[config.mk]
export PLATFORM = sky130hd
export DESIGN_NAME = prbs9_tx
export DESIGN_NICKNAME = d
export VERILOG_FILES = /design/src/rtl/prbs9_tx.sv
export SDC_FILE = /design/constraint.sdc
export NUM_CORES = 1
export LEC_CHECK = 0
export CELL_PAD_IN_SITES_DETAIL_PLACEMENT = 0
export CELL_PAD_IN_SITES_GLOBAL_PLACEMENT = 1
export CORE_MARGIN = 3
export CORE_UTILIZATION = 37
export CTS_CLUSTER_SIZE = 12
export DETAILED_ROUTE_END_ITERATION = 8
export PLACE_DENSITY_LB_ADDON = 0.1
export SYNTH_ARGS = -nofsm -noshare
export SYNTH_HDL_FRONTEND = slang
export SYNTH_SLANG_ARGS = --single-unit
[constraint.sdc]
create_clock -name clk -period 4.5 [get_ports clk]
set_clock_uncertainty 0.2 [all_clocks]
set_input_delay 0.9 -clock clk [delete_from_list [all_inputs] [get_ports clk]]
set_output_delay 0.9 -clock clk [all_outputs]
set_load 0.03 [all_outputs]
[src/rtl/prbs9_tx.sv]
// rtl/prbs9_tx.sv - PRBS9 (x^9+x^5+1) bit source with oversampled valid strobe and error injection
module prbs9_tx #(
    parameter logic [8:0] SEED      = 9'h1FF,
    parameter int         OS_FACTOR = 4,
    parameter int         REG_LEN   = 64,
    parameter int         PER_W     = 16
) (
    input  logic               clk,
    input  logic               rst,
    input  logic               enable,
    input  logic               seed_load,
    input  logic [8:0]         seed_in,
    input  logic               inject_err,
    input  logic [PER_W-1:0]   inject_period,
    output logic               valid,
    output logic               bit_out,
    output logic               ref_bit,
    output logic               seq_start,
    output logic [REG_LEN-1:0] bit_count,
    output logic [REG_LEN-1:0] inj_count
);

    localparam int              PH_W    = (OS_FACTOR > 2) ? $clog2(OS_FACTOR) : 1;
    localparam logic [PH_W-1:0] PH_LAST = PH_W'(OS_FACTOR - 1);

    logic [8:0]         lfsr_q, lfsr_d;
    logic [PH_W-1:0]    phase_q, phase_d;
    logic               pend_q, pend_d;
    logic [PER_W-1:0]   per_cnt_q, per_cnt_d;
    logic [PER_W-1:0]   period_q, period_d;
    logic               valid_q, valid_d;
    logic               bit_out_q, bit_out_d;
    logic               ref_bit_q, ref_bit_d;
    logic               seq_start_q, seq_start_d;
    logic [REG_LEN-1:0] bit_count_q, bit_count_d;
    logic [REG_LEN-1:0] inj_count_q, inj_count_d;

    logic emit;
    logic per_hit;
    logic flip;

    always_comb begin
        emit    = enable && (phase_q == PH_LAST);
        per_hit = (inject_period != '0) && (per_cnt_q == inject_period - PER_W'(1));
        flip    = pend_q | per_hit;

        lfsr_d      = lfsr_q;
        phase_d     = phase_q;
        pend_d      = pend_q;
        per_cnt_d   = per_cnt_q;
        period_d    = inject_period;
        valid_d     = 1'b0;
        bit_out_d   = bit_out_q;
        ref_bit_d   = ref_bit_q;
        seq_start_d = 1'b0;
        bit_count_d = bit_count_q;
        inj_count_d = inj_count_q;

        if (seed_load) begin
            // A zero seed would lock the LFSR, so substitute the default.
            lfsr_d      = (seed_in == 9'd0) ? SEED : seed_in;
            phase_d     = '0;
            pend_d      = 1'b0;
            per_cnt_d   = '0;
            bit_count_d = '0;
            inj_count_d = '0;
        end else begin
            if (enable) begin
                phase_d = emit ? '0 : phase_q + PH_W'(1);
            end

            // A pulse on the emit edge itself is kept for the following bit.
            pend_d = inject_err | (pend_q & ~emit);

            if ((inject_period != period_q) || (inject_period == '0)) begin
                per_cnt_d = '0;
            end else if (emit) begin
                per_cnt_d = per_hit ? '0 : per_cnt_q + PER_W'(1);
            end

            if (emit) begin
                ref_bit_d   = lfsr_q[8];
                bit_out_d   = lfsr_q[8] ^ flip;
                valid_d     = 1'b1;
                seq_start_d = (lfsr_q == SEED);
                lfsr_d      = {lfsr_q[7:0], lfsr_q[8] ^ lfsr_q[4]};
                bit_count_d = bit_count_q + REG_LEN'(1);
                inj_count_d = inj_count_q + REG_LEN'(flip);
            end
        end
    end

    always_ff @(posedge clk or negedge rst) begin
        if (!rst) begin
            lfsr_q      <= SEED;
            phase_q     <= '0;
            pend_q      <= 1'b0;
            per_cnt_q   <= '0;
            period_q    <= '0;
            valid_q     <= 1'b0;
            bit_out_q   <= 1'b0;
            ref_bit_q   <= 1'b0;
            seq_start_q <= 1'b0;
            bit_count_q <= '0;
            inj_count_q <= '0;
        end else begin
            lfsr_q      <= lfsr_d;
            phase_q     <= phase_d;
            pend_q      <= pend_d;
            per_cnt_q   <= per_cnt_d;
            period_q    <= period_d;
            valid_q     <= valid_d;
            bit_out_q   <= bit_out_d;
            ref_bit_q   <= ref_bit_d;
            seq_start_q <= seq_start_d;
            bit_count_q <= bit_count_d;
            inj_count_q <= inj_count_d;
        end
    end

    assign valid     = valid_q;
    assign bit_out   = bit_out_q;
    assign ref_bit   = ref_bit_q;
    assign seq_start = seq_start_q;
    assign bit_count = bit_count_q;
    assign inj_count = inj_count_q;

endmodule

==> impl_metrics.py, run 1 <==
metrics = {
    "yosys": {
        "syn_avg_cell_area_sq_um": 9.29,
        "synth_edf_count": 0,
        "syn_area_sq_mm": 0.00919,
        "synth-seq-area-share": 0.480,
        "post_synth_inst_count": 989,
        "ys_ff_latch": 176,
        "netlist.area_leader.share": 0.455,
        "ys_async_sr_fraction": 1.00,
        "synth_ff_type": "dfrtp_1",
        "yosysTopAreaCell": "dfrtp_1",
        "synth_area_leaders": "dfrtp_1 (45%), xor2_1 (7.6%), nor2_1 (7.3%)",
        "synth_nets": 1026,
        "synth-warning-count": 0,
        "synthDistinctLibCells": 55,
    },
    "global_route": {
        "grt_pass1_wl_mm": 41.0,
        "grt_max_degree": 96,
        "grt_pass1_vias": 7646,
        "grt_use_total": 0.190,
        "overflow": 0,
        "antenna_found_initial": 1,
    },
    "floorplan": {
        "row_count": 57,
        "die_w_um": 164,
        "start_util": 0.377,
        "die_area_sq_mm": 0.0268,
        "core_area_sq_mm": 0.0244,
        "dieHeight_um": 164,
        "io_pins": 162,
    },
    "worst_hold_path": {
        "whs_endpoint": "ref_bit$_DFFE_PN0P_",
        "hold_depth": 2,
        "hp-start": "ref_bit$_DFFE_PN0P_",
        "hold_path_class": "reg -> reg",
    },
    "setup_path": {
        "worstPathRequired_ns": 4.57,
        "reg2reg_to": "inj_count[43]$_DFFE_PN0P_",
        "rr_worst_depth": 14,
        "worst_path_max_delay_cell": "or4_4",
        "critical-path-top-delay-family": "simple AND/OR/NAND/NOR gates",
        "timing.critical_path.mode_cell": "or4_4",
        "critPathLaunchType": "input port",
        "path_buf_inv": 1,
        "r2r-start": "per_cnt_q[9]$_DFFE_PN0P_",
        "max_stage_delay_ns": 0.53,
        "cp_max_fo": 4,
        "crit_arrival_ns": 4.56,
        "crit_cells": 15,
        "end_kind": "flip-flop",
        "crit_chain": "buf_6 -> or4_4 -> or4_4 -> a21oi_2 -> o22ai_2 -> or4_4 -> o21bai_4 -> ha_4 -> nand3_4 -> or4_4 -> nor3_4 -> and2_4 -> and4_1 -> xnor2_1 -> nor2_1",
        "r2r_setup_slack_ns": 0.55,
        "critPathKind": "in -> reg",
    },
    "clock_network": {
        "cts_tree": "yes",
        "cts_max_level": 4,
        "root_buffer": "clkbuf_16",
        "clk_latency_ns": 0.43,
        "cts_buffer_depth": 2,
        "hold_buffers": 0,
        "numCtsBuffers": 17,
        "cts.sinks": 176,
        "clk_pin_slew_ns": 0.07,
    },
    "drt": {
        "drc": 0,
        "wl_mm": 25.0,
        "vias_per_cell": 5.11,
        "ant_nets": 0,
        "num_vias": 7832,
        "drt-initial-drc-count": 486,
        "wl_per_cell_um": 16.3,
        "firstDrtPassIters": 7,
    },
    "final_layout": {
        "final_layout_size_suffix_gt1_frac": 0.140,
        "final.fill_count": 2337,
        "finalNetCount": 1233,
        "fin_cells": 1533,
        "insertedDiodeCount": 0,
        "postLayoutCoreUtil": 0.508,
        "synthToLayoutAreaGrowth_pct": 34.8,
    },
    "timing": {
        "slew_violations": 0,
        "setup_violations": 0,
        "rsz0062_at_grt": "true",
        "hold_viol": 0,
        "slew_headroom": 0.327,
        "fmax_ghz": 0.223,
        "worstMarginPinSlew_ns": 1.01,
        "finalCritPeriodShare": 0.997,
        "fin_crit_ns": 4.49,
        "setup_tns_ns": 0,
    },
    "run": {
        "drv_cap": 0,
    },
    "pwr": {
        "clkPwrFrac": 0.461,
        "combPwrFrac": 0.063,
        "power_density_mw_per_mm2": 276,
        "swShare": 0.247,
        "internal_power_mw": 2.57,
        "power_frac_seq": 0.476,
        "ir_worst_vdd_mv": 0.182,
        "leakagePower_nw": 4.90,
        "switchingPower_mw": 0.844,
    },
    "placement": {
        "place_congestion": 0.814,
        "dpl.cell_count": 1494,
        "port-buffer-count": 161,
        "dp_hpwl_mm": 17.5,
    },
    "run_status": {
        "status": "finished, final reports clean",
    },
}
power groups by stage:
stage                     Combinational, mW  Sequential, mW  Clock (mW)
final                                 0.215            1.62        1.58
after detailed placement              0.222            1.65           0
after floorplan                      0.0884            1.66           0
after global routing                  0.240            1.63        1.69
after CTS                             0.221            1.62        1.62
after global placement                0.221            1.65           0
layer usage:
layer	wire [um]	GRT usage	vias to the layer above
li1	-	-	3846
met1	11600	0.267	3798
met4	364	0.0507	2
met5	20	0	-
met3	1230	0.0416	23
met2	11700	0.299	163
synth_stat cells (5+ instances only):
library cell,number
or4_1,8
and4_1,13
nand2_1,74
or3_1,28
dfstp_2,9
a21oi_1,26
ha_1,7
and3_1,11
clkbuf_1,30
nor2_1,178
nor3_1,27
nand2b_1,5
o22a_1,8
o21ai_1,11
o221ai_2,9
nor3b_1,5
nor4_1,20
nand4_1,45
o221ai_1,5
o21ai_0,23
inv_1,33
nand3_1,50
xor2_1,80
and2_1,9
xnor2_1,68
dfrtp_1,167
worst max-delay path by stage:
stage                      from  slack, ns                   endpoint
2_1_floorplan  inject_period[3]      -0.51  inj_count[34]$_DFFE_PN0P_
3_3_place_gp   inject_period[0]      -0.98  inj_count[42]$_DFFE_PN0P_
3_5_place_dp   inject_period[0]      -1.07  inj_count[43]$_DFFE_PN0P_
4_1_cts        inject_period[7]      -0.15  inj_count[43]$_DFFE_PN0P_
5_1_grt        inject_period[4]      -0.09  inj_count[43]$_DFFE_PN0P_
6_report       inject_period[4]       0.01  inj_count[43]$_DFFE_PN0P_
cells by family after synthesis:
logic type	after synthesis	synth area share
DFF	176	0.480
muxes	3	0.00327
adders and majority gates	7	0.00953
and+or+nand+nor	485	0.259
buffers and inverters	69	0.0309
xor gates and xnor gates	148	0.141
AOI/OAI and AO/OA	101	0.0758
final cells by class:
class,instances,area (sq um),share of cell area
clock buffer,19,453,0.0366
clock inverter,13,170,0.0137
inverter,33,124,0.0100
multi-input combinational,744,4740,0.383
sequential,176,4420,0.357
tap,324,405,0.0327
timing repair buffer,224,2080,0.168
metrics by stage:
step | worst slack, ns | power [mW] | hold WS (ns) | instance area (sq um)
after global routing | -0.0884 | 3.55 | 0.328 | 12400
after floorplan | -0.514 | 1.75 | 0.287 | 9310
after global placement | -0.981 | 1.88 | 0.283 | 11600
after CTS | -0.152 | 3.47 | 0.299 | 12300
final | 0.0141 | 3.41 | 0.296 | 12400
after detailed placement | -1.07 | 1.88 | 0.279 | 11600
layout by cell type, fill, tap and decap left out, types with 26 or more instances in the layout:
master and instances:
xnor2_1 68, or3_1 26, dfrtp_1 167, xor2_1 79
clkdlybuf4s50_1 147, nor2_1 174, nand3_1 44, nand2_1 72
nand4_1 45, inv_1 33, buf_4 61
worst register-to-register path: cells and delay by family, from the launching register on:
| kind | cells | cell delay [ns] |
|---|---|---|
| simple gates | 8 | 2.22 |
| flops | 1 | 0.45 |
| compound gates | 3 | 0.44 |
| xor+xnor | 2 | 0.31 |
| fa+ha+maj | 1 | 0.17 |
timing repair:
action	4_1_cts	5_1_grt
pin swaps	22	12
buffers inserted	7	2
setup endpoints to repair	53	44
resized for setup	59	12
state kept, by name (all words and copies together), names as in the netlist:
| name | flops |
|---|---|
| period_q | 16 |
| pend_q | 1 |
| seq_start | 1 |
| ref_bit | 1 |
| lfsr_q | 9 |
| bit_out | 1 |
| bit_count | 64 |
| phase_q | 2 |
| per_cnt_q | 16 |
| inj_count | 64 |
| valid | 1 |
Note: power is estimated with default switching activity, not from simulation.
==> run 2, diff against run 1 <==
--- a/config.mk
+++ b/config.mk
@@ -12,6 +12,7 @@
 export CTS_CLUSTER_SIZE = 12
 export DETAILED_ROUTE_END_ITERATION = 8
 export PLACE_DENSITY_LB_ADDON = 0.1
+export SETUP_SLACK_MARGIN = 0.4
 export SYNTH_ARGS = -nofsm -noshare
 export SYNTH_HDL_FRONTEND = slang
 export SYNTH_SLANG_ARGS = --single-unit
==> run 2 against run 1 <==
  * The run now ends with setup timing left
  * Non-clock buffer count grew 5
  * Hold slack lost 0.14 ns
  * Wire length grew 1.3%
  * Cell area grew 2.3%
  * Via count shrank 1.2%
  * Critical path type unchanged
  * Total power shrank 0.69%
  * Critical path depth grew 1
==> impl_metrics.py, run 2 (synthesis results as in run 1) <==
metrics = {
    "setup_path": {
        "max_stage_delay_ns": 0.55,
        "critPathKind": "in -> reg",
        "r2r_setup_slack_ns": 0.38,
        "worst_path_max_delay_cell": "or4_4",
        "critical-path-top-delay-family": "simple AND/OR/NAND/NOR gates",
        "rr_worst_depth": 15,
        "critPathLaunchType": "input port",
        "timing.critical_path.mode_cell": "or4_4",
        "reg2reg_to": "inj_count[43]$_DFFE_PN0P_",
        "path_buf_inv": 2,
        "cp_max_fo": 4,
        "crit_arrival_ns": 4.78,
        "worstPathRequired_ns": 4.60,
        "r2r-start": "per_cnt_q[9]$_DFFE_PN0P_",
        "crit_chain": "buf_8 -> or4_4 -> or4_4 -> a21oi_4 -> o22ai_2 -> or4_4 -> o21bai_4 -> ha_4 -> nand3_4 -> or4_4 -> buf_6 -> nor3_4 -> and2_4 -> and4_1 -> xnor2_1 -> nor2_1",
        "end_kind": "flip-flop",
    },
    "drt": {
        "num_vias": 7739,
        "wl_mm": 25.3,
        "drt-initial-drc-count": 487,
        "firstDrtPassIters": 4,
        "drc": 0,
        "wl_per_cell_um": 16.5,
        "vias_per_cell": 5.03,
        "ant_nets": 0,
    },
    "floorplan": {
        "io_pins": 162,
        "row_count": 57,
        "core_area_sq_mm": 0.0244,
        "die_area_sq_mm": 0.0268,
        "start_util": 0.377,
        "die_w_um": 164,
        "dieHeight_um": 164,
    },
    "clock_network": {
        "clk_latency_ns": 0.43,
        "cts.sinks": 176,
        "cts_buffer_depth": 2,
        "numCtsBuffers": 17,
        "cts_max_level": 4,
        "cts_tree": "yes",
        "root_buffer": "clkbuf_16",
        "clk_pin_slew_ns": 0.08,
    },
    "timing": {
        "slew_violations": 0,
        "fmax_ghz": 0.214,
        "finalCritPeriodShare": 1.04,
        "setup_tns_ns": -2.85,
        "rsz0062_at_grt": "true",
        "slew_headroom": 0.475,
        "worstMarginPinSlew_ns": 0.781,
        "setup_slack_ns": -0.178,
        "hold_viol": 0,
        "setup_violations": 37,
        "fin_crit_ns": 4.68,
    },
    "placement": {
        "dpl.cell_count": 1491,
        "port-buffer-count": 161,
        "place_congestion": 0.815,
        "dp_hpwl_mm": 17.7,
    },
    "global_route": {
        "grt_use_total": 0.194,
        "grt_pass1_vias": 7743,
        "overflow": 0,
        "grt_max_degree": 110,
        "grt_pass1_wl_mm": 41.5,
        "antenna_found_initial": 0,
    },
    "worst_hold_path": {
        "hold_path_class": "in -> async",
    },
    "final_layout": {
        "final_layout_size_suffix_gt1_frac": 0.161,
        "postLayoutCoreUtil": 0.519,
        "synthToLayoutAreaGrowth_pct": 37.8,
        "fin_cells": 1538,
        "layout_common_cells": "nor2_1 (172), dfrtp_1 (167), clkdlybuf4s50_1 (147)",
        "finalNetCount": 1238,
        "mostFrequentLayoutCell": "nor2_1",
        "insertedDiodeCount": 0,
    },
    "pwr": {
        "totalPowerFinal_mw": 3.39,
        "power_density_mw_per_mm2": 268,
        "leakagePower_nw": 5.03,
        "ir_worst_vdd_mv": 0.184,
    },
    "run": {
        "drv_cap": 0,
    },
    "run_status": {
        "violations": "setup timing",
        "status": "finished with violations",
    },
}
[run 2: cell count changes in the layout (fill, tap and decap cells not counted), sizes merged]
cell           delta
clkinv            -2
dlygate4sd2       +1
buf               +4
inv               +1
clkdlybuf4s15     -1
clkbuf            +1
clkinvlp          +1
[run 2: layout make-up]
type	count	area, sq um
flip-flops and latches	176	4420
inverters	33	124
clock buffers	19	443
multi-input cells	744	4910
clock inverters	13	168
well taps	324	405
fillers	2313	11700
repair buffers	229	2210
[run 2: worst max-delay path by stage]
stage | start | end | slack [ns] | depth (start not counted)
final | inject_period[1] | inj_count[43]$_DFFE_PN0P_ | -0.18 | 16
after global routing | inject_period[1] | inj_count[45]$_DFFE_PN0P_ | -0.30 | 19
after CTS | inject_period[7] | inj_count[34]$_DFFE_PN0P_ | -0.11 | 14
after detailed placement | inject_period[3] | inj_count[34]$_DFFE_PN0P_ | -1.05 | 14
after global placement | inject_period[0] | inj_count[38]$_DFFE_PN0P_ | -1.02 | 15
after floorplan | inject_period[3] | inj_count[34]$_DFFE_PN0P_ | -0.51 | 16
[run 2: metrics by stage]
step	hold slack, ns	instance area (sq um)	setup WS (ns)
detailed placement	0.279	11600	-1.05
global placement	0.260	11600	-1.02
global route	0.145	12700	-0.298
finish	0.152	12700	-0.178
CTS	0.143	12400	-0.113
floorplan	0.287	9320	-0.514
[run 2: metal layers]
layer | routed length [um] | track usage | part of all wire
met1 | 12100 | 0.269 | 0.48
met2 | 11600 | 0.302 | 0.46
met3 | 1200 | 0.0462 | 0.047
met4 | 409 | 0.0554 | 0.016
met5 | 0 | 0 | 0
[run 2: where the power goes]
group / internal, mW / leakage, nW / switching (mW)
registers: 1.61 / 2.39 / 0.0152
clock network: 0.858 / 0.297 / 0.686
logic: 0.0930 / 2.35 / 0.131
[run 2: what timing repair did]
action	CTS	global route
pin swaps	30	26
hold buffers	0	0
setup buffers	9	6
gates resized for setup	71	50
setup endpoints to repair	61	59
==> run 3, diff against run 2 <==
--- a/config.mk
+++ b/config.mk
@@ -5,12 +5,14 @@
 export SDC_FILE = /design/constraint.sdc
 export NUM_CORES = 1
 export LEC_CHECK = 0
+export ABC_CLOCK_PERIOD_IN_PS = 4500
 export CELL_PAD_IN_SITES_DETAIL_PLACEMENT = 0
 export CELL_PAD_IN_SITES_GLOBAL_PLACEMENT = 1
 export CORE_MARGIN = 3
 export CORE_UTILIZATION = 37
 export CTS_CLUSTER_SIZE = 12
 export DETAILED_ROUTE_END_ITERATION = 8
+export MAX_ROUTING_LAYER = met4
 export PLACE_DENSITY_LB_ADDON = 0.1
 export SETUP_SLACK_MARGIN = 0.4
 export SYNTH_ARGS = -nofsm -noshare
==> run 3 against run 2 <==
  * First-iteration DRC count decreased by 8.2%
  * Maximum frequency shrank 0.16%
  * The flow still finishes with violations (setup timing)
  * Register-to-register slack about the same
  * Sequential share of layout area barely moved
  * Critical path type unchanged
  * Cell area about the same
  * Utilization about the same
  * Total power barely moved
  * Via count increased by 0.79%
  * Worst setup slack got worse by 0.0074 ns
  * Clock-buffer cell count unchanged
  * Critical path depth stayed put
==> impl_metrics.py, run 3 (synthesis results as in run 1) <==
metrics = {
    "run_status": {
        "status": "finished with violations",
        "violations": "setup timing",
    },
    "drt": {
        "wl_mm": 25.4,
        "ant_nets": 0,
        "drt-initial-drc-count": 447,
        "num_vias": 7800,
        "wl_per_cell_um": 16.5,
        "vias_per_cell": 5.07,
        "firstDrtPassIters": 4,
        "drc": 0,
    },
    "setup_path": {
        "worst_path_max_delay_cell": "or4_4",
        "crit_chain": "buf_8 -> or4_4 -> or4_4 -> a21oi_4 -> o22ai_2 -> or4_4 -> o21bai_4 -> ha_4 -> nand3_4 -> or4_4 -> buf_6 -> nor3_4 -> and2_4 -> and4_1 -> xnor2_1 -> nor2_1",
        "critPathLaunchType": "input port",
        "worstPathRequired_ns": 4.61,
        "crit_start": "inject_period[1]",
        "crit_arrival_ns": 4.79,
        "timing.critical_path.mode_cell": "or4_4",
        "max_stage_delay_ns": 0.55,
        "end_kind": "flip-flop",
        "cp_max_fo": 4,
        "critPathKind": "in -> reg",
        "r2r-start": "per_cnt_q[9]$_DFFE_PN0P_",
    },
    "timing": {
        "fmax_ghz": 0.213,
        "worstMarginPinSlew_ns": 0.783,
        "rsz0062_at_grt": "true",
        "slew_headroom": 0.473,
        "slew_violations": 0,
        "finalCritPeriodShare": 1.04,
        "hold_ws_ns": 0.152,
        "hold_viol": 0,
        "fin_crit_ns": 4.69,
        "setup_violations": 35,
        "setup_slack_ns": -0.186,
    },
    "final_layout": {
        "mostFrequentLayoutCell": "nor2_1",
        "final_layout_size_suffix_gt1_frac": 0.161,
        "multiInputGateArea_sq_mm": 0.00491,
        "finalNetCount": 1238,
        "insertedDiodeCount": 0,
        "register_area_sq_mm": 0.00442,
        "synthToLayoutAreaGrowth_pct": 37.7,
        "final.fill_count": 2319,
        "design_area_sq_mm": 0.0127,
        "layout_common_cells": "nor2_1 (172), dfrtp_1 (167), clkdlybuf4s50_1 (147)",
    },
    "global_route": {
        "grt_pass1_wl_mm": 41.5,
        "grt_pass1_vias": 7740,
        "antenna_found_initial": 0,
        "grt_use_total": 0.200,
        "overflow": 0,
        "grt_max_degree": 110,
    },
    "pwr": {
        "leakagePower_nw": 5.03,
        "ir_worst_vdd_mv": 0.184,
        "combPwrFrac": 0.066,
        "clkPwrFrac": 0.456,
        "internal_power_mw": 2.56,
        "swShare": 0.246,
        "power_density_mw_per_mm2": 268,
        "switchingPower_mw": 0.835,
        "power_frac_seq": 0.478,
    },
    "clock_network": {
        "clk_pin_slew_ns": 0.08,
        "cts_buffer_depth": 2,
        "cts_tree": "yes",
        "cts_max_level": 4,
        "hold_buffers": 0,
        "cts.sinks": 176,
        "numCtsBuffers": 17,
        "root_buffer": "clkbuf_16",
        "clk_latency_ns": 0.44,
    },
    "placement": {
        "dp_hpwl_mm": 17.7,
        "port-buffer-count": 161,
        "place_congestion": 0.827,
        "placed_cell_area_sq_mm": 0.0116,
    },
    "floorplan": {
        "die_w_um": 164,
        "core_area_sq_mm": 0.0244,
        "die_area_sq_mm": 0.0268,
        "io_pins": 162,
        "row_count": 57,
        "start_util": 0.377,
        "dieHeight_um": 164,
    },
    "worst_hold_path": {
        "hold_path_class": "in -> async",
    },
    "run": {
        "drv_cap": 0,
    },
}
run 3: area by class of cell:
class / instances / share of cell area
Multi-Input combinational cell: 744 / 0.388
Sequential cell: 176 / 0.349
Timing Repair Buffer: 229 / 0.174
Clock buffer: 19 / 0.0350
Tap cell: 324 / 0.0320
Clock inverter: 13 / 0.0132
Inverter: 33 / 0.00978
run 3: power groups by stage:
stage	Clock, mW	Combinational [mW]	Sequential [mW]
global route	1.67	0.249	1.63
detailed placement	0	0.224	1.65
CTS	1.59	0.227	1.62
finish	1.55	0.224	1.62
global placement	0	0.224	1.65
floorplan	0	0.0884	1.66
run 3: repair_timing:
action / in CTS / in global routing
resized for setup: 71 / 49
pin swaps: 30 / 26
endpoints found under the setup margin: 61 / 59
cloned: 0 / 0
setup buffers: 9 / 6
run 3: stage by stage:
stage          setup WS [ns]  total power, mW  setup TNS (ns)  utilization  std cells
3_3_place_gp           -1.02             1.88          -44.23        0.475       1491
4_1_cts               -0.113             3.44           -1.70        0.508       1532
6_report              -0.186             3.39           -2.55        0.519       1538
3_5_place_dp           -1.05             1.88          -44.42        0.475       1491
2_1_floorplan         -0.514             1.75          -12.94            -        989
5_1_grt               -0.295             3.55           -8.34        0.519       1538
run 3: path summary, 6_finish.rpt:
| kind | end | slack [ns] | cells past startpoint |
|---|---|---|---|
| min reg2reg | ref_bit$_DFFE_PN0P_ | 0.29 | 2 |
| max in group asynchronous | inj_count[21]$_DFFE_PN0P_ | 3.07 | 2 |
| max reg2reg | inj_count[43]$_DFFE_PN0P_ | 0.37 | 15 |
| min in group clk | ref_bit$_DFFE_PN0P_ | 0.29 | 2 |
| max | inj_count[43]$_DFFE_PN0P_ | -0.19 | 16 |
| min | period_q[15]$_DFF_PN0_ | 0.15 | 1 |
run 3: layer usage:
metal,part of all wire,vias up,global-route usage
li1,-,3856,-
met1,0.48,3772,0.273
met2,0.46,143,0.302
met3,0.047,29,0.0444
met4,0.016,0,0.0531
met5,0,-,-
run 3: worst max-delay path: cells and delay by family:
kind	cells	cell delay (ns)
buffers and inverters	2	0.24
xor gates and xnor gates	1	0.12
AOI/OAI and AO/OA	3	0.45
adders and majority gates	1	0.18
and+or+nand+nor	9	2.90
